`config.mk`:
```
export PLATFORM = sky130hd
export DESIGN_NAME = wb_ascon_fifo_regif
export DESIGN_NICKNAME = d
export VERILOG_FILES = /design/src/rtl/wb_ascon_fifo_regif.sv
export SDC_FILE = /design/constraint.sdc
export NUM_CORES = 2
export LEC_CHECK = 0
export BUFFER_PORTS_ARGS = -buffer_cell sky130_fd_sc_hd__buf_2
export CORE_UTILIZATION = 35
export DETAILED_ROUTE_END_ITERATION = 6
export SYNTH_ARGS = -nofsm -noshare
export SYNTH_HDL_FRONTEND = slang
export SYNTH_SLANG_ARGS = --single-unit
```
`constraint.sdc`:
```
create_clock -name wb_clk_i -period 30.6 [get_ports wb_clk_i]
set_input_delay 1.53 -clock wb_clk_i [delete_from_list [all_inputs] [get_ports wb_clk_i]]
set_output_delay 1.53 -clock wb_clk_i [all_outputs]
set_load 0.05 [all_outputs]
```
`src/rtl/wb_ascon_fifo_regif.sv`:
```
// Wishbone slave front-end for the ASCON core: control/key/nonce/tag registers plus block FIFOs.
// Define ASCON_REGIF_IRQ_EN to add the irq_o output and the IRQ register at word 17.
module wb_ascon_fifo_regif #(
  parameter int unsigned BLOCK_W   = 64,
  parameter int unsigned IN_DEPTH  = 4,
  parameter int unsigned OUT_DEPTH = 4
) (
  input  logic               wb_clk_i,
  input  logic               wb_rst_i,
  input  logic [31:0]        wb_adr_i,
  input  logic [31:0]        wb_dat_i,
  input  logic [3:0]         wb_sel_i,
  input  logic               wb_we_i,
  input  logic               wb_cyc_i,
  input  logic               wb_stb_i,
  output logic               wb_ack_o,
  output logic               wb_err_o,
  output logic [31:0]        wb_dat_o,
  input  logic [2:0]         core_state,
  output logic               start,
  output logic [1:0]         mode,
  output logic [4:0]         ad_len,
  output logic [6:0]         data_len,
  output logic [127:0]       key,
  output logic [127:0]       nonce,
  output logic [BLOCK_W-1:0] in_blk,
  output logic               in_valid,
  input  logic               in_ready,
  input  logic [BLOCK_W-1:0] ct_blk,
  input  logic               ct_valid,
  input  logic [127:0]       tag,
  input  logic               tag_valid
`ifdef ASCON_REGIF_IRQ_EN
  ,
  output logic               irq_o
`endif
);

  localparam int unsigned WPB = BLOCK_W / 32;
  localparam int unsigned WCW = (WPB > 1) ? $clog2(WPB) : 1;
  localparam int unsigned IAW = $clog2(IN_DEPTH);
  localparam int unsigned OAW = $clog2(OUT_DEPTH);
  localparam int unsigned ICW = IAW + 1;
  localparam int unsigned OCW = OAW + 1;

  logic               ack_q, ack_d, err_q, err_d;
  logic [31:0]        dat_q, dat_d;
  logic               start_q, start_d;
  logic [1:0]         mode_q, mode_d;
  logic [4:0]         ad_len_q, ad_len_d;
  logic [6:0]         data_len_q, data_len_d;
  logic [127:0]       key_q, key_d, nonce_q, nonce_d, tag_q, tag_d;
  logic               tag_rdy_q, tag_rdy_d, ovf_q, ovf_d, unf_q, unf_d;

  logic [BLOCK_W-1:0] in_mem_q [IN_DEPTH];
  logic [BLOCK_W-1:0] in_mem_d [IN_DEPTH];
  logic [IAW-1:0]     in_wptr_q, in_wptr_d, in_rptr_q, in_rptr_d;
  logic [ICW-1:0]     in_cnt_q, in_cnt_d;
  logic [BLOCK_W-1:0] in_asm_q, in_asm_d;
  logic [WCW-1:0]     in_wcnt_q, in_wcnt_d;

  logic [BLOCK_W-1:0] out_mem_q [OUT_DEPTH];
  logic [BLOCK_W-1:0] out_mem_d [OUT_DEPTH];
  logic [OAW-1:0]     out_wptr_q, out_wptr_d, out_rptr_q, out_rptr_d;
  logic [OCW-1:0]     out_cnt_q, out_cnt_d;
  logic [WCW-1:0]     out_rcnt_q, out_rcnt_d;

  logic               wb_req_c, err_c, flush_c;
  logic [4:0]         adr_c;
  logic [1:0]         widx_c;
  logic [31:0]        bmask_c, rdata_c, status_c, ctrl_c, out_word_c;
  logic [BLOCK_W-1:0] out_head_c, in_push_blk_c;
  logic               in_full_c, in_empty_c, out_full_c, out_empty_c;
  logic               in_push_c, in_pop_c, out_push_c, out_pop_c;

`ifdef ASCON_REGIF_IRQ_EN
  logic [3:0]         irq_en_q, irq_en_d, irq_st_q, irq_st_d, irq_src_c;
  logic               irq_q, irq_d, irq_wr_c;
`endif

  wire unused_ok = &{1'b0, wb_adr_i[31:7], wb_adr_i[1:0], in_asm_q[31:0]};

  // A beat is decoded once; the registered ack/err blocks re-decode while stb lingers.
  assign wb_req_c    = wb_cyc_i & wb_stb_i & ~ack_q & ~err_q;
  assign adr_c       = wb_adr_i[6:2];
  assign in_full_c   = (in_cnt_q == ICW'(IN_DEPTH));
  assign in_empty_c  = (in_cnt_q == '0);
  assign out_full_c  = (out_cnt_q == OCW'(OUT_DEPTH));
  assign out_empty_c = (out_cnt_q == '0);
  assign in_pop_c    = ~in_empty_c & in_ready;
  assign out_head_c  = out_mem_q[out_rptr_q];
  assign out_word_c  = out_head_c[{out_rcnt_q, 5'd0} +: 32];

  always_comb begin
    for (int b = 0; b < 4; b++) bmask_c[8*b +: 8] = {8{wb_sel_i[b]}};
  end

  assign status_c = {21'd0, unf_q, ovf_q, tag_rdy_q, out_empty_c, out_full_c,
                     in_empty_c, in_full_c, (core_state != 3'd0), core_state};
  assign ctrl_c   = {16'd0, 1'b0, data_len_q, ad_len_q, mode_q, 1'b0};

  always_comb begin
    ack_d         = 1'b0;
    err_d         = 1'b0;
    dat_d         = '0;
    start_d       = 1'b0;
    mode_d        = mode_q;
    ad_len_d      = ad_len_q;
    data_len_d    = data_len_q;
    key_d         = key_q;
    nonce_d       = nonce_q;
    tag_d         = tag_q;
    tag_rdy_d     = tag_rdy_q;
    ovf_d         = ovf_q;
    unf_d         = unf_q;
    in_mem_d      = in_mem_q;
    in_wptr_d     = in_wptr_q;
    in_rptr_d     = in_rptr_q;
    in_cnt_d      = in_cnt_q;
    in_asm_d      = in_asm_q;
    in_wcnt_d     = in_wcnt_q;
    out_mem_d     = out_mem_q;
    out_wptr_d    = out_wptr_q;
    out_rptr_d    = out_rptr_q;
    out_cnt_d     = out_cnt_q;
    out_rcnt_d    = out_rcnt_q;
    err_c         = 1'b0;
    flush_c       = 1'b0;
    rdata_c       = '0;
    widx_c        = '0;
    in_push_c     = 1'b0;
    in_push_blk_c = '0;
    out_pop_c     = 1'b0;
    out_push_c    = 1'b0;

    if (wb_req_c) begin
      case (adr_c) inside
        5'd0: rdata_c = status_c;
        5'd1: begin
          if (wb_we_i) begin
            if (wb_sel_i[0]) begin
              mode_d   = wb_dat_i[2:1];
              ad_len_d = wb_dat_i[7:3];
              start_d  = wb_dat_i[0] & (core_state == 3'd0);
            end
            if (wb_sel_i[1]) begin
              data_len_d = wb_dat_i[14:8];
              flush_c    = wb_dat_i[15];
            end
          end else begin
            rdata_c = ctrl_c;
          end
        end
        [5'd2:5'd5]: begin
          widx_c = 2'(adr_c - 5'd2);
          if (wb_we_i)
            key_d[{widx_c, 5'd0} +: 32] = (key_q[{widx_c, 5'd0} +: 32] & ~bmask_c) | (wb_dat_i & bmask_c);
          else
            rdata_c = key_q[{widx_c, 5'd0} +: 32];
        end
        [5'd6:5'd9]: begin
          widx_c = 2'(adr_c - 5'd6);
          if (wb_we_i)
            nonce_d[{widx_c, 5'd0} +: 32] = (nonce_q[{widx_c, 5'd0} +: 32] & ~bmask_c) | (wb_dat_i & bmask_c);
          else
            rdata_c = nonce_q[{widx_c, 5'd0} +: 32];
        end
        [5'd10:5'd13]: begin
          widx_c = 2'(adr_c - 5'd10);
          if (!wb_we_i) begin
            rdata_c = tag_q[{widx_c, 5'd0} +: 32];
            if (adr_c == 5'd13) tag_rdy_d = 1'b0;
          end
        end
        5'd14: begin
          // Shift words in low-first; the last word of a block completes the push.
          if (wb_we_i) begin
            if (in_wcnt_q == WCW'(WPB - 1)) begin
              if (in_full_c && !in_pop_c) begin
                err_c = 1'b1;
              end else begin
                in_push_c     = 1'b1;
                in_push_blk_c = {wb_dat_i, in_asm_q[BLOCK_W-1:32]};
                in_wcnt_d     = '0;
              end
            end else begin
              in_asm_d  = {wb_dat_i, in_asm_q[BLOCK_W-1:32]};
              in_wcnt_d = in_wcnt_q + WCW'(1);
            end
          end
        end
        5'd15: begin
          if (!wb_we_i) begin
            if (out_empty_c) begin
              err_c = 1'b1;
              unf_d = 1'b1;
            end else begin
              rdata_c = out_word_c;
              if (out_rcnt_q == WCW'(WPB - 1)) begin
                out_pop_c  = 1'b1;
                out_rcnt_d = '0;
              end else begin
                out_rcnt_d = out_rcnt_q + WCW'(1);
              end
            end
          end
        end
`ifdef ASCON_REGIF_IRQ_EN
        5'd17: rdata_c = {12'd0, irq_st_q, 12'd0, irq_en_q};
`endif
        default: rdata_c = '0;
      endcase
      ack_d = ~err_c;
      err_d = err_c;
      dat_d = rdata_c & bmask_c;
    end

    if (ct_valid) begin
      if (!out_full_c || out_pop_c) out_push_c = 1'b1;
      else                          ovf_d      = 1'b1;
    end

    if (tag_valid) begin
      tag_d     = tag;
      tag_rdy_d = 1'b1;
    end

    if (in_pop_c) in_rptr_d = in_rptr_q + IAW'(1);
    if (in_push_c) begin
      in_mem_d[in_wptr_q] = in_push_blk_c;
      in_wptr_d           = in_wptr_q + IAW'(1);
    end
    case ({in_push_c, in_pop_c})
      2'b10:   in_cnt_d = in_cnt_q + ICW'(1);
      2'b01:   in_cnt_d = in_cnt_q - ICW'(1);
      default: in_cnt_d = in_cnt_q;
    endcase

    if (out_pop_c) out_rptr_d = out_rptr_q + OAW'(1);
    if (out_push_c) begin
      out_mem_d[out_wptr_q] = ct_blk;
      out_wptr_d            = out_wptr_q + OAW'(1);
    end
    case ({out_push_c, out_pop_c})
      2'b10:   out_cnt_d = out_cnt_q + OCW'(1);
      2'b01:   out_cnt_d = out_cnt_q - OCW'(1);
      default: out_cnt_d = out_cnt_q;
    endcase

    // Flush wins over any same-cycle FIFO traffic.
    if (flush_c) begin
      in_wptr_d  = '0;
      in_rptr_d  = '0;
      in_cnt_d   = '0;
      in_asm_d   = '0;
      in_wcnt_d  = '0;
      out_wptr_d = '0;
      out_rptr_d = '0;
      out_cnt_d  = '0;
      out_rcnt_d = '0;
      ovf_d      = 1'b0;
      unf_d      = 1'b0;
    end
  end

  always_ff @(posedge wb_clk_i or posedge wb_rst_i) begin
    if (wb_rst_i) begin
      ack_q      <= 1'b0;
      err_q      <= 1'b0;
      dat_q      <= '0;
      start_q    <= 1'b0;
      mode_q     <= '0;
      ad_len_q   <= '0;
      data_len_q <= '0;
      key_q      <= '0;
      nonce_q    <= '0;
      tag_q      <= '0;
      tag_rdy_q  <= 1'b0;
      ovf_q      <= 1'b0;
      unf_q      <= 1'b0;
      for (int i = 0; i < int'(IN_DEPTH); i++) in_mem_q[i] <= '0;
      in_wptr_q  <= '0;
      in_rptr_q  <= '0;
      in_cnt_q   <= '0;
      in_asm_q   <= '0;
      in_wcnt_q  <= '0;
      for (int i = 0; i < int'(OUT_DEPTH); i++) out_mem_q[i] <= '0;
      out_wptr_q <= '0;
      out_rptr_q <= '0;
      out_cnt_q  <= '0;
      out_rcnt_q <= '0;
    end else begin
      ack_q      <= ack_d;
      err_q      <= err_d;
      dat_q      <= dat_d;
      start_q    <= start_d;
      mode_q     <= mode_d;
      ad_len_q   <= ad_len_d;
      data_len_q <= data_len_d;
      key_q      <= key_d;
      nonce_q    <= nonce_d;
      tag_q      <= tag_d;
      tag_rdy_q  <= tag_rdy_d;
      ovf_q      <= ovf_d;
      unf_q      <= unf_d;
      in_mem_q   <= in_mem_d;
      in_wptr_q  <= in_wptr_d;
      in_rptr_q  <= in_rptr_d;
      in_cnt_q   <= in_cnt_d;
      in_asm_q   <= in_asm_d;
      in_wcnt_q  <= in_wcnt_d;
      out_mem_q  <= out_mem_d;
      out_wptr_q <= out_wptr_d;
      out_rptr_q <= out_rptr_d;
      out_cnt_q  <= out_cnt_d;
      out_rcnt_q <= out_rcnt_d;
    end
  end

`ifdef ASCON_REGIF_IRQ_EN
  // Sticky status: level sources keep re-setting their bit until the condition clears.
  always_comb begin
    irq_wr_c  = wb_req_c & wb_we_i & (adr_c == 5'd17);
    irq_en_d  = irq_en_q;
    irq_st_d  = irq_st_q;
    irq_src_c = {(ovf_d & ~ovf_q) | (unf_d & ~unf_q),
                 (in_cnt_d != ICW'(IN_DEPTH)),
                 (out_cnt_d != '0),
                 (tag_rdy_d & ~tag_rdy_q)};
    if (irq_wr_c && wb_sel_i[0]) irq_en_d = wb_dat_i[3:0];
    if (irq_wr_c && wb_sel_i[2]) irq_st_d = irq_st_q & ~wb_dat_i[19:16];
    irq_st_d = irq_st_d | irq_src_c;
    irq_d    = |(irq_st_d & irq_en_d);
  end

  always_ff @(posedge wb_clk_i or posedge wb_rst_i) begin
    if (wb_rst_i) begin
      irq_en_q <= '0;
      irq_st_q <= '0;
      irq_q    <= 1'b0;
    end else begin
      irq_en_q <= irq_en_d;
      irq_st_q <= irq_st_d;
      irq_q    <= irq_d;
    end
  end

  assign irq_o = irq_q;
`endif

  assign wb_ack_o = ack_q;
  assign wb_err_o = err_q;
  assign wb_dat_o = dat_q;
  assign start    = start_q;
  assign mode     = mode_q;
  assign ad_len   = ad_len_q;
  assign data_len = data_len_q;
  assign key      = key_q;
  assign nonce    = nonce_q;
  assign in_valid = ~in_empty_c;
  assign in_blk   = in_empty_c ? '0 : in_mem_q[in_rptr_q];

endmodule

```
==> flow_summary.toml <==
[global_route]
gr-total-overflow = 0
first_global_vias = 31200
grt_max_degree = 108
antenna_found_initial = 33
track_usage_pct = 23.50
grt_pass1_wl_mm = 225.7

[finish]
fin_util_pct = 41.72
drive_above_1_share_pct = 44.06
final_cells = 5630
nNetsFinal = 4068
syn_to_final_growth_pct = 18.13

[synthesis]
syn_area_per_cell_um2 = 14.08
synth_area_um2 = 45790
synth_area_leaders = "dfrtp_1, mux2_2, mux4_2, o31ai_1, nand2_1"
synth-async-reset-ratio_pct = 100.0
ys_top_cells_by_count = "dfrtp_1, mux2_2, nand2_1, o31ai_1, mux4_2"
synth_largest_area_cell = "dfrtp_1"
yosysSeqAreaShare_pct = 54.44
yosysMostFrequentCell = "dfrtp_1"
synth_cell_types = 67
ys_ff_latch = 996
synth-edff-count = 0
ys.flop_type = "dfrtp_1"
syn_nets = 3539
ys_warn_count = 0
synthCells = 3251
synth_top_area_share_pct = 54.44

[worst_hold_path]
hp-class = "reg2reg"

[critical_path]
endpoint = "wb_dat_o[16]"
critPathMostFrequentCell = "buf_4"
cp_data_arrival_time_ns = 7.36
path_cells = "buf_2, inv_8, buf_4, buf_4, buf_4, buf_4, buf_4, buf_4"
end_kind = "asynchronous set/reset pin"
reg2reg_slack_ns = 26.48
cp-start-kind = "primary input"
r2r-end = "out_mem_q[101]"
r2r-start = "wb_err_o"
critPathRequiredTime_ns = 31.28
critPathMaxStageDelay_ns = 0.94
reg2reg_depth = 6
slowest_stage = "buf_4"
path_max_fanout = 107
crit_start = "wb_rst_i"
criticalPathCategory = "in2async"

[status]
status = "completed"

[die]
die-width_um = 363.7
io_pins = 641
core-area_um2 = 129600
initial_utilization_pct = 35.32
num_rows = 132
die_h_um = 363.7
dieArea_um2 = 132300

[timing]
whs_ns = 0.4779
tightest_slew_ns = 1.099
maxSlewHeadroom_pct = 26.72
finalSetupTns_ns = 0
fmax_mhz = 149.6
clock_skew_ns = 0.03522
hold_violations = 0
layout_min_cycle_time_ns = 6.683
period_share_pct = 21.84
rsz0062_at_grt = "no"
worst_slack_ns = 23.92
setup-violations-final = 0
maxSlewViolCount = 0

[flow_run]
timing.max_cap.violations = 0

[clock_network]
hold_buffers = 0
max-clock-path-buffers = 3
cts.clk_slew.worst_paths_ns = 0.05
clk_latency_ns = 0.75
cts-root-buf = "clkbuf_16"
cts_setup_buffers = 0
ctsResizeCount = 0
cts_tree = "done"
clock-sinks = 996
h-tree-depth = 3
cts_buffers = 109

[routing]
avgRoutedWirePerCell_um = 27.66
drt_iter0_drc = 2490
vias_per_cell = 5.506
routed_wl_mm = 155.7
drc = 0
first_pass_iters = 6
vias = 31000
ant_nets = 0

[place]
gp_congestion = 0.8662
post-place-ws_ns = 22.82
placement.io_buffers = 613
place_inst = 5411
dp_hpwl_mm = 108.3

[pwr]
powerDensity_nw_per_um2 = 67.94
ir_drop_v = 0.00005351
leakagePower_nw = 24.95
through the flow:
stage          power [mW]  area [µm²]
2_1_floorplan       2.157       45790
3_3_place_gp        2.349       50420
3_5_place_dp        2.372       50420
4_1_cts             3.712       54040
5_1_grt             3.834       54070
6_report            3.675       54090
cell type report:
cell class / instances / area, µm²
inverter: 11 / 48.80
antenna: 18 / 45.04
multi-input combinational: 1988 / 19710
clock inverter: 45 / 461.7
fill: 12120 / 75560
tap: 1742 / 2180
sequential: 996 / 24930
clock buffer: 156 / 3167
timing repair buffer: 674 / 3543
worst min path at each step:
stage                         from        endpoint  slack [ns]  cells past startpoint
floorplan                tag_rdy_q       tag_rdy_q        0.45                      1
CTS                      tag_rdy_q       tag_rdy_q        0.48                      1
global placement     out_mem_q[20]   out_mem_q[20]        0.46                      1
global route             tag_rdy_q       tag_rdy_q        0.49                      1
finish              out_mem_q[144]  out_mem_q[144]        0.48                      1
detailed placement       tag_rdy_q       tag_rdy_q        0.47                      1
logic make-up (layout without fill, tap and decap cells):
family                   count (synthesis)  in the layout  share of synthesized area, %
flip-flops                             996            996                         54.44
multiplexers                           982            982                         29.43
AND/OR/NAND/NOR                        523            523                         5.602
AO/OA/AOI/OAI                          458            458                         7.069
buffers and inverters                  267            886                         2.809
adder cells (fa/ha/maj)                 17             17                        0.4974
XOR/XNOR                                 8              8                        0.1530
other                                    0             18                             0
layout by cell type, fill, tap and decap left out, types with 15 or more instances in the layout:
master	netlist	routed
and2_1	67	66
nor3_1	19	19
o21ai_0	59	59
nor2_1	22	22
dfrtp_1	996	992
diode_2	0	18
o31ai_1	269	269
buf_2	86	610
nand2_1	300	300
clkbuf_8	0	23
mux2_2	586	586
clkinv_2	0	29
nand3_1	42	41
clkbuf_1	103	23
mux4_2	224	224
mux2_1	89	89
buf_4	47	62
a21oi_1	55	54
ha_1	15	15
mux2i_1	83	83
clkbuf_16	0	111
state kept, by name, indices dropped and copies added, names as in the netlist, 2 cells and up:
signal,flops
ad_len,5
out_rptr_q,2
wb_dat_o,32
out_cnt_q,3
key,128
in_wptr_q,2
data_len,7
in_mem_q,256
in_rptr_q,2
in_asm_q,32
in_cnt_q,3
out_mem_q,256
tag_q,128
mode,2
nonce,128
out_wptr_q,2
critical path: cells and delay by family:
| kind | cells | cell delay [ns] |
|---|---|---|
| buffers and inverters | 8 | 5.50 |
report_power, final:
group / internal, mW / switching, mW / total, mW
sequential: 1.52 / 0.125 / 1.65
combinational: 0.347 / 0.345 / 0.692
clock: 0.771 / 0.563 / 1.33
total: 2.64 / 1.03 / 3.67
per-layer routing:
layer | part of all wire [%] | vias to the layer above | track usage [%]
met4 | 3.4 | 12 | 8.745
met2 | 46 | 1209 | 36.38
li1 | - | 13280 | -
met3 | 8.8 | 222 | 6.776
met5 | 0.068 | - | 0
met1 | 42 | 16280 | 31.24
Power figures use the tool's default switching activity.
